## src/rtl/dram_cmd_pkg.sv

```systemverilog
// Shared DRAM command-bus definitions: command codes, device state encoding and
// default timing, used by both the memory-side monitor and the controller FSMs.
package dram_cmd_pkg;

  typedef logic [2:0] cmd_t;

  localparam cmd_t CMD_NOP   = 3'd0;
  localparam cmd_t CMD_ACT   = 3'd1;
  localparam cmd_t CMD_RD    = 3'd2;
  localparam cmd_t CMD_WR    = 3'd3;
  localparam cmd_t CMD_PRE   = 3'd4;
  localparam cmd_t CMD_REF   = 3'd5;
  localparam cmd_t CMD_MRS   = 3'd6;
  localparam cmd_t CMD_OTHER = 3'd7;

  localparam logic [1:0] ST_IDLE       = 2'd0;
  localparam logic [1:0] ST_ACTIVE     = 2'd1;
  localparam logic [1:0] ST_REFRESHING = 2'd2;

  localparam int TRFC_DEFAULT      = 10;
  localparam int TREFI_MAX_DEFAULT = 7800;

endpackage

```

## src/rtl/dram_pin_decode.sv

```systemverilog
// Combinational decode of the active-low {CS,RAS,CAS,WE} pins into a command code.
module dram_pin_decode
  import dram_cmd_pkg::*;
(
  input  logic cs,
  input  logic ras,
  input  logic cas,
  input  logic we,
  output cmd_t cmd
);

  always_comb begin
    cmd = CMD_NOP;
    if (!cs) begin
      case ({ras, cas, we})
        3'b111:  cmd = CMD_NOP;
        3'b011:  cmd = CMD_ACT;
        3'b101:  cmd = CMD_RD;
        3'b100:  cmd = CMD_WR;
        3'b010:  cmd = CMD_PRE;
        3'b001:  cmd = CMD_REF;
        3'b000:  cmd = CMD_MRS;
        default: cmd = CMD_OTHER;
      endcase
    end
  end

endmodule

```

## src/rtl/dram_cmd_monitor.sv

```systemverilog
// Memory-side endpoint / protocol checker for the DRAM command bus.
// state      | meaning
// IDLE       | no row open, any command may be issued
// ACTIVE     | a row is open; RD/WR/PRE expected
// REFRESHING | tRFC window running; only NOP/DESELECT legal until counter hits 0
module dram_cmd_monitor
  import dram_cmd_pkg::*;
#(
  parameter int TRFC      = TRFC_DEFAULT,
  parameter int TREFI_MAX = TREFI_MAX_DEFAULT,
  parameter int CNT_W     = 16
) (
  input  logic             clk,
  input  logic             rst_n,
  input  logic             CS,
  input  logic             RAS,
  input  logic             CAS,
  input  logic             WE,
  output logic [2:0]       cmd_code,
  output logic             cmd_strobe,
  output logic             busy,
  output logic             row_open,
  output logic [CNT_W-1:0] ref_count,
  output logic             refresh_overdue,
  output logic             trfc_err,
  output logic             ref_err,
  output logic             seq_err
);

  localparam int TW = $clog2(TRFC);
  localparam int IW = $clog2(TREFI_MAX + 1);
  localparam logic [TW-1:0] TRFC_LOAD = TW'(TRFC - 1);
  localparam logic [IW-1:0] IV_MAX    = IW'(TREFI_MAX);
  localparam logic [IW-1:0] IV_LAST   = IW'(TREFI_MAX - 1);

  cmd_t          cmd;
  logic [1:0]    state_q, state_d;
  logic [TW-1:0] trfc_q, trfc_d;
  logic [IW-1:0] iv_q;
  logic          accept, ref_acc, trfc_e, ref_e, seq_e;

  dram_pin_decode u_decode (
    .cs  (CS),
    .ras (RAS),
    .cas (CAS),
    .we  (WE),
    .cmd (cmd)
  );

  always_comb begin
    state_d = state_q;
    trfc_d  = trfc_q;
    accept  = 1'b0;
    ref_acc = 1'b0;
    trfc_e  = 1'b0;
    ref_e   = 1'b0;
    seq_e   = 1'b0;
    if (state_q == ST_REFRESHING && trfc_q != '0) begin
      trfc_d = trfc_q - TW'(1);
      trfc_e = (cmd != CMD_NOP);
    end else if (state_q == ST_ACTIVE) begin
      case (cmd)
        CMD_NOP: ;
        CMD_PRE: begin
          state_d = ST_IDLE;
          accept  = 1'b1;
        end
        CMD_REF: ref_e = 1'b1;
        CMD_ACT, CMD_MRS: seq_e = 1'b1;
        default: accept = 1'b1;
      endcase
    end else begin
      // Idle, or the refresh window expired this cycle and behaves as idle.
      state_d = ST_IDLE;
      case (cmd)
        CMD_NOP: ;
        CMD_ACT: begin
          state_d = ST_ACTIVE;
          accept  = 1'b1;
        end
        CMD_REF: begin
          state_d = ST_REFRESHING;
          trfc_d  = TRFC_LOAD;
          accept  = 1'b1;
          ref_acc = 1'b1;
        end
        CMD_RD, CMD_WR: seq_e = 1'b1;
        default: accept = 1'b1;
      endcase
    end
  end

  always_ff @(posedge clk or negedge rst_n) begin
    if (!rst_n) begin
      state_q    <= ST_IDLE;
      trfc_q     <= '0;
      cmd_code   <= CMD_NOP;
      cmd_strobe <= 1'b0;
      busy       <= 1'b0;
      row_open   <= 1'b0;
      ref_count  <= '0;
      trfc_err   <= 1'b0;
      ref_err    <= 1'b0;
      seq_err    <= 1'b0;
    end else begin
      state_q    <= state_d;
      trfc_q     <= trfc_d;
      cmd_strobe <= accept;
      busy       <= (state_d == ST_REFRESHING);
      row_open   <= (state_d == ST_ACTIVE);
      trfc_err   <= trfc_e;
      ref_err    <= ref_e && !trfc_e;
      seq_err    <= seq_e && !trfc_e && !ref_e;
      if (accept) cmd_code <= cmd;
      if (ref_acc) ref_count <= ref_count + CNT_W'(1);
    end
  end

  // An accepted REF beats the overdue flag when both land on the same edge.
  always_ff @(posedge clk or negedge rst_n) begin
    if (!rst_n) begin
      iv_q            <= '0;
      refresh_overdue <= 1'b0;
    end else if (ref_acc) begin
      iv_q            <= '0;
      refresh_overdue <= 1'b0;
    end else if (iv_q != IV_MAX) begin
      iv_q <= iv_q + IW'(1);
      if (iv_q == IV_LAST) refresh_overdue <= 1'b1;
    end
  end

endmodule

```

## config.mk

```make
export PLATFORM = sky130hd
export DESIGN_NAME = dram_cmd_monitor
export DESIGN_NICKNAME = d
export VERILOG_FILES = /design/src/rtl/dram_cmd_pkg.sv /design/src/rtl/dram_pin_decode.sv /design/src/rtl/dram_cmd_monitor.sv
export SDC_FILE = /design/constraint.sdc
export NUM_CORES = 1
export LEC_CHECK = 0
export CORE_MARGIN = 4
export CORE_UTILIZATION = 55
export CTS_CLUSTER_SIZE = 40
export DETAILED_ROUTE_END_ITERATION = 16
export PLACE_DENSITY = 0.8
export RECOVER_POWER = 25
export SYNTH_ARGS = -nofsm -noshare
export SYNTH_HDL_FRONTEND = slang
export SYNTH_SLANG_ARGS = --single-unit
```

## constraint.sdc

```tcl
create_clock -name clk -period 6.3 [get_ports clk]
set_clock_uncertainty 0.2 [all_clocks]
set_input_delay 1.575 -clock clk [delete_from_list [all_inputs] [get_ports clk]]
set_output_delay 1.575 -clock clk [all_outputs]
set_load 0.03 [all_outputs]
```

### Yosys cells after proc, flatten, opt, wreduce, memory -nomap -nowiden

Cells that the tools add are included.
Widths: inputs -> output; s select.

| storage, ports and cells | value |
|---|---|
| bits in registers | 45 |
| input port bits | 6 |
| output and inout port bits | 26 |
| word-level logic and storage cells | 81 |

| operators by class | value |
|---|---|
| add/subtract/negate cells | 3 |
| equality and inequality tests | 19 |
| multiplexer cells | 28 |
| reductions and logical operators | 19 |

Operator list:

| cell | number |
|---|---|
| $mux 13 | 2 |
| $pmux 3 s7 | 1 |
| $eq 3x3->1 const B | 6 |
| $mux 1 | 17 |
| $add 16x1->16 const B | 1 |
| $add 13x1->13 const B | 1 |
| $eq 13x13->1 const B | 1 |
| $ne 13x13->1 const B | 1 |
| $eq 3x2->1 const B | 4 |
| $mux 4 | 3 |
| $eq 3x1->1 const B | 2 |
| $logic_not 3->1 | 2 |
| $mux 2 | 3 |
| $reduce_bool 2->1 | 3 |
| $eq 2x1->1 const B | 2 |
| $eq 2x2->1 const B | 2 |
| $logic_and 1x1->1 | 4 |
| $pmux 2 s2 | 1 |
| $reduce_and 2->1 | 2 |
| $reduce_bool 4->1 | 1 |
| $reduce_or 2->1 | 2 |
| $reduce_or 4->1 | 1 |
| $sub 4x1->4 const B | 1 |
| $mux 3 | 1 |
| other kinds (4) | 5 |

### Longest topological paths before layout

| logic depth | value |
|---|---|
| depth in word-level cells | 10 |
| mapped depth | 7 |
| gate-level depth less buffers | 6 |

### Modules after synthesis

Synthesis repeated with hierarchy kept, for this count alone.

| unflattened totals | value |
|---|---|
| cell total of the unflattened synthesis | 211 |
| area, all modules | 2,244.7 um^2 |

Modules (own cells, without submodules):

| module | times used | cells each | area an instance (um^2) | sequential area each (um^2) |
|---|---|---|---|---|
| dram_cmd_monitor | 1 | 203 | 2,197.1 | 1,126.1 |
| dram_pin_decode | 1 | 8 | 47.5 | 0.0 |

### Worst setup path before layout

No wires, ideal clock.

| timing | value |
|---|---|
| kind | input to register |
| from | in RAS |
| to | reg ref_count[15] |
| library setup time | 0.080 ns |
| arrival | 3.245 ns |
| required time | 6.020 ns |
| slack | 2.775 ns |
| cell stages on the path | 7 |
| buffers on the path | 3 |
| cells stage by stage | buf_2 > or4b_1 > buf_2 > a2111o_1 > buf_6 > nor4_4 > xor2_1 |

| on the way | value |
|---|---|
| cells in the longest elaborated chain, start to end | 7 |
| elaborated cells between the ends (all ways) | 13 |
| classes of those cells | eq/ne: 7; mux: 5; reduce/logical: 1 |

RTL lines:

| what | RTL line | RTL |
|---|---|---|
| start, declared | dram_cmd_monitor.sv:16 | `input logic RAS,` |
| $eq 3x1->1 (tied with other cells) | dram_pin_decode.sv:15 | `case ({ras, cas, we})` |
| $pmux 3 s7 * | dram_pin_decode.sv:15 |  |
| $mux 3 * | dram_pin_decode.sv:14 | `if (!cs) begin` |
| $eq 3x3->1 * | dram_cmd_monitor.sv:75 | `case (cmd)` |
| $mux 1 * | dram_cmd_monitor.sv:75 |  |
| $mux 1 * | dram_cmd_monitor.sv:61 | `end else if (state_q == ST_ACTIVE) begin` |
| $mux 1 * | dram_cmd_monitor.sv:58 | `if (state_q == ST_REFRESHING && trfc_q != '0) begin` |
| end signal, assigned | dram_cmd_monitor.sv:115 | `if (ref_acc) ref_count <= ref_count + CNT_W'(1);` |
| end, declared | dram_cmd_monitor.sv:23 | `output logic [CNT_W-1:0] ref_count,` |

Every way passes the cells marked *; elsewhere a longest branch is shown, timed or not.
A chain may end at the register's enable or synchronous reset.

### Final worst setup path

| timing | value |
|---|---|
| from | in CS |
| to | reg ref_count[14] |

| on the way | value |
|---|---|
| cells in the longest elaborated chain, start to end | 5 |

RTL lines:

| what | RTL line | RTL |
|---|---|---|
| start, declared | dram_cmd_monitor.sv:15 | `input logic CS,` |
| $mux 3 | dram_pin_decode.sv:14 |  |
| $eq 3x3->1 | dram_cmd_monitor.sv:75 |  |
| $mux 1 | dram_cmd_monitor.sv:75 |  |
| $mux 1 | dram_cmd_monitor.sv:61 |  |
| $mux 1 | dram_cmd_monitor.sv:58 |  |

Every way passes these cells.

==> results by group <==
Run status
  • Outcome: finished, violations left
  • Failing checks: capacitance limit, slew limit

Cells and area
  • Nets@finish: 252
  • Finished Core Util: 0.701
  • Layout cell share with drive strength beyond 1: 0.0700
  • Area growth from synthesis to layout: 20.2%
  • Layout filler cell count: 303
  • Reg area: 1130 um2
  • Area of the multi-input gates: 967 um2
  • Diode count: 0

Synth
  • Sequential area share after synthesis: 0.516
  • Syn Area/Cell: 10.3 um2
  • Synth area leader: dfrtp_1
  • Most frequent cells after synthesis: dfrtp_1 (45), nor2_1 (18), xnor2_1 (14)
  • Synthesized flop and latch total: 45
  • Share of flip-flops with an asynchronous set or reset: 1.00
  • Synth Flop Type: dfrtp_1
  • Syn nets: 221
  • Synth unique cells: 37
  • Post-synth EDFFs: 0
  • Largest cells by area after synthesis: dfrtp_1 (52%), xnor2_1 (5.6%), xor2_1 (4.0%), nor2_1 (3.1%), a21oi_1 (2.3%)
  • YS warnings: 0
  • Most common cell in the synthesized netlist: dfrtp_1
  • Cell count after synthesis: 211
  • Mapped Area: 2180 um2
  • Synth top area share: 0.516

Setup path
  • Crit start category: input pin
  • CP Class: input pin to register
  • Worst path bufs/invs: 1
  • Worst path required time: 6310 ps
  • R2R setup slack: 3640 ps
  • Critical Path AT: 3890 ps
  • Critical-path top delay cell: or4b_1
  • Max FO, Critical Path: 10
  • CP delay by family, top: simple AND/OR/NAND/NOR gates
  • Largest incremental delay on the critical path: 690 ps
  • Worst-path cell chain: clkdlybuf4s50_1 > or4b_1 > a2111o_1 > nor4_2 > xor2_1
  • Critical Path End Type: register

Drt
  • Routed WL: 3860 um
  • Wire length per cell: 13.3 um
  • Vias: 1608
  • DRC: 0
  • Post-DRT Antenna Nets: 0
  • Post-DR vias/cell: 5.53
  • Initial DRC Count: 144
  • Drt first pass iters: 4

Die
  • # rows: 22
  • Die area: 5040 um2
  • Die Wd: 71.0 um
  • Initial core utilization: 0.583
  • Die height: 71.0 um
  • Io pins: 32
  • Total core area: 3740 um2

CTS
  • Num Clock Sinks: 45
  • CTS tree: done
  • Maximum clock path buffer count: 2
  • Htree depth: 2
  • Cts hold-fix bufs: 0
  • Clk slew on worst S/H paths: 80 ps
  • CTS resizes: 0
  • Worst skew pair latency: 290 ps
  • Total CTS buffers: 5
  • Post-CTS Setup Inserts: 0
  • Root Driver: clkbuf_8

STA
  • Post-Route Setup TNS: 0 ps
  • Tcrit/Tclk final: 0.616
  • Min cycle time layout: 3880 ps
  • Final Max Tran Viols: 46
  • Hold Fails Final Rpt: 0
  • Slew margin rel.: -0.558
  • Crit path setup slack, layout: 2420 ps
  • Final-report setup violation count: 0
  • RSZ-0062 raised after global routing: false
  • Worst-Margin Slew: 2340 ps
  • Highest Clock Rate: 258 MHz

Global route
  • Initial antenna violation count: 0
  • Largest net degree at the start of global routing: 46
  • Grt ovf: 0
  • GRT Total Usage: 0.168
  • Number of global-route vias before repair: 1479
  • First-pass GRT wire length: 6880 um

Place
  • Port Buffers: 31
  • Placer Congestion: 0.794
  • Hpwl dp: 2770 um
  • Pre-CTS WS: 2100 ps

Pwr
  • Total power: 1.00 mW
  • Pwr Density: 382 nW/um2
  • Peak supply drop: 0.223 mV
  • Leak: 1.15 nW

Run
  • Max Cap Viol: 1

Hold path
  • HP Class: register to register
[cell type report]
cell class / count / area share
flip-flops and latches: 45 / 0.429
multi-input cells: 147 / 0.369
repair buffers: 32 / 0.119
clock buffers: 7 / 0.0329
inverters: 11 / 0.0157
well taps: 48 / 0.0229
clock inverters: 1 / 0.0115
[kinds of logic after synthesis]
group / Yosys count / share of synthesized area
xor+xnor: 24 / 0.0963
fa+ha+maj: 4 / 0.0229
mux: 6 / 0.0298
buf+inv: 19 / 0.0430
simple gates: 86 / 0.219
compound gates: 27 / 0.0728
flops: 45 / 0.516
[state kept, by name (all words and copies together) (netlist names), 2 cells and up]
name       cells
ref_count     16
iv_q          13
trfc_q         4
cmd_code       3
state_q        2
[final timing paths]
kind / from / to / cells after the start
max in group asynchronous: rst_n / trfc_q[3]$_DFFE_PN0P_ / 1
max reg2reg: trfc_q[0]$_DFFE_PN0P_ / ref_count[14]$_DFFE_PN0N_ / 6
max: CS / ref_count[14]$_DFFE_PN0N_ / 5
min: ref_count[15]$_DFFE_PN0N_ / ref_count[15]$_DFFE_PN0N_ / 1
min in group asynchronous: rst_n / iv_q[5]$_DFFE_PN0P_ / 1
min reg2reg: ref_count[15]$_DFFE_PN0N_ / ref_count[15]$_DFFE_PN0N_ / 1
[metrics by stage]
step / std cells / hold WS, ps / cell area (um2)
CTS: 291 / 272 / 2620
global route: 291 / 322 / 2620
finish: 291 / 267 / 2620
global placement: 283 / 257 / 2510
detailed placement: 283 / 262 / 2510
floorplan: 211 / 262 / 2180
[layer usage]
metal,GRT usage,part of all wire,up-vias
met1,0.248,0.48,782
li1,-,-,788
met4,0.0251,0.0016,0
met5,0,0,-
met3,0.0511,0.047,2
met2,0.250,0.47,36
[worst register-to-register path, delay by kind of cell, from the launching register on]
family	cells	cell delay, ps
DFF	1	410
AOI/OAI and AO/OA	1	620
and+or+nand+nor	2	870
buffers and inverters	1	80
xor gates and xnor gates	1	190
adders and majority gates	1	220
[where the power goes]
group	leakage [nW]	switching, mW	total, mW	internal (mW)
logic	0.513	0.183	0.330	0.147
clock network	0.0585	0.0893	0.219	0.129
registers	0.581	0.0822	0.454	0.372
[placed cells by master, fill, tap and decap left out, types with 3 or more instances in the layout]
| master | instances |
|---|---|
| mux2_2 | 4 |
| nor2_1 | 18 |
| o22ai_1 | 3 |
| xnor2_1 | 14 |
| xor2_1 | 10 |
| dfrtp_1 | 45 |
| ha_1 | 4 |
| nor4_1 | 3 |
| inv_1 | 11 |
| a21oi_1 | 10 |
| o21ai_0 | 8 |
| nand3_1 | 7 |
| or3_1 | 3 |
| nor3_1 | 10 |
| nand2_1 | 13 |
| nand4_1 | 6 |
| nand2b_1 | 8 |
| clkbuf_8 | 6 |
| and3_1 | 3 |
| nor2b_1 | 5 |
| clkdlybuf4s50_1 | 30 |
(Power assumes the default switching activity.)
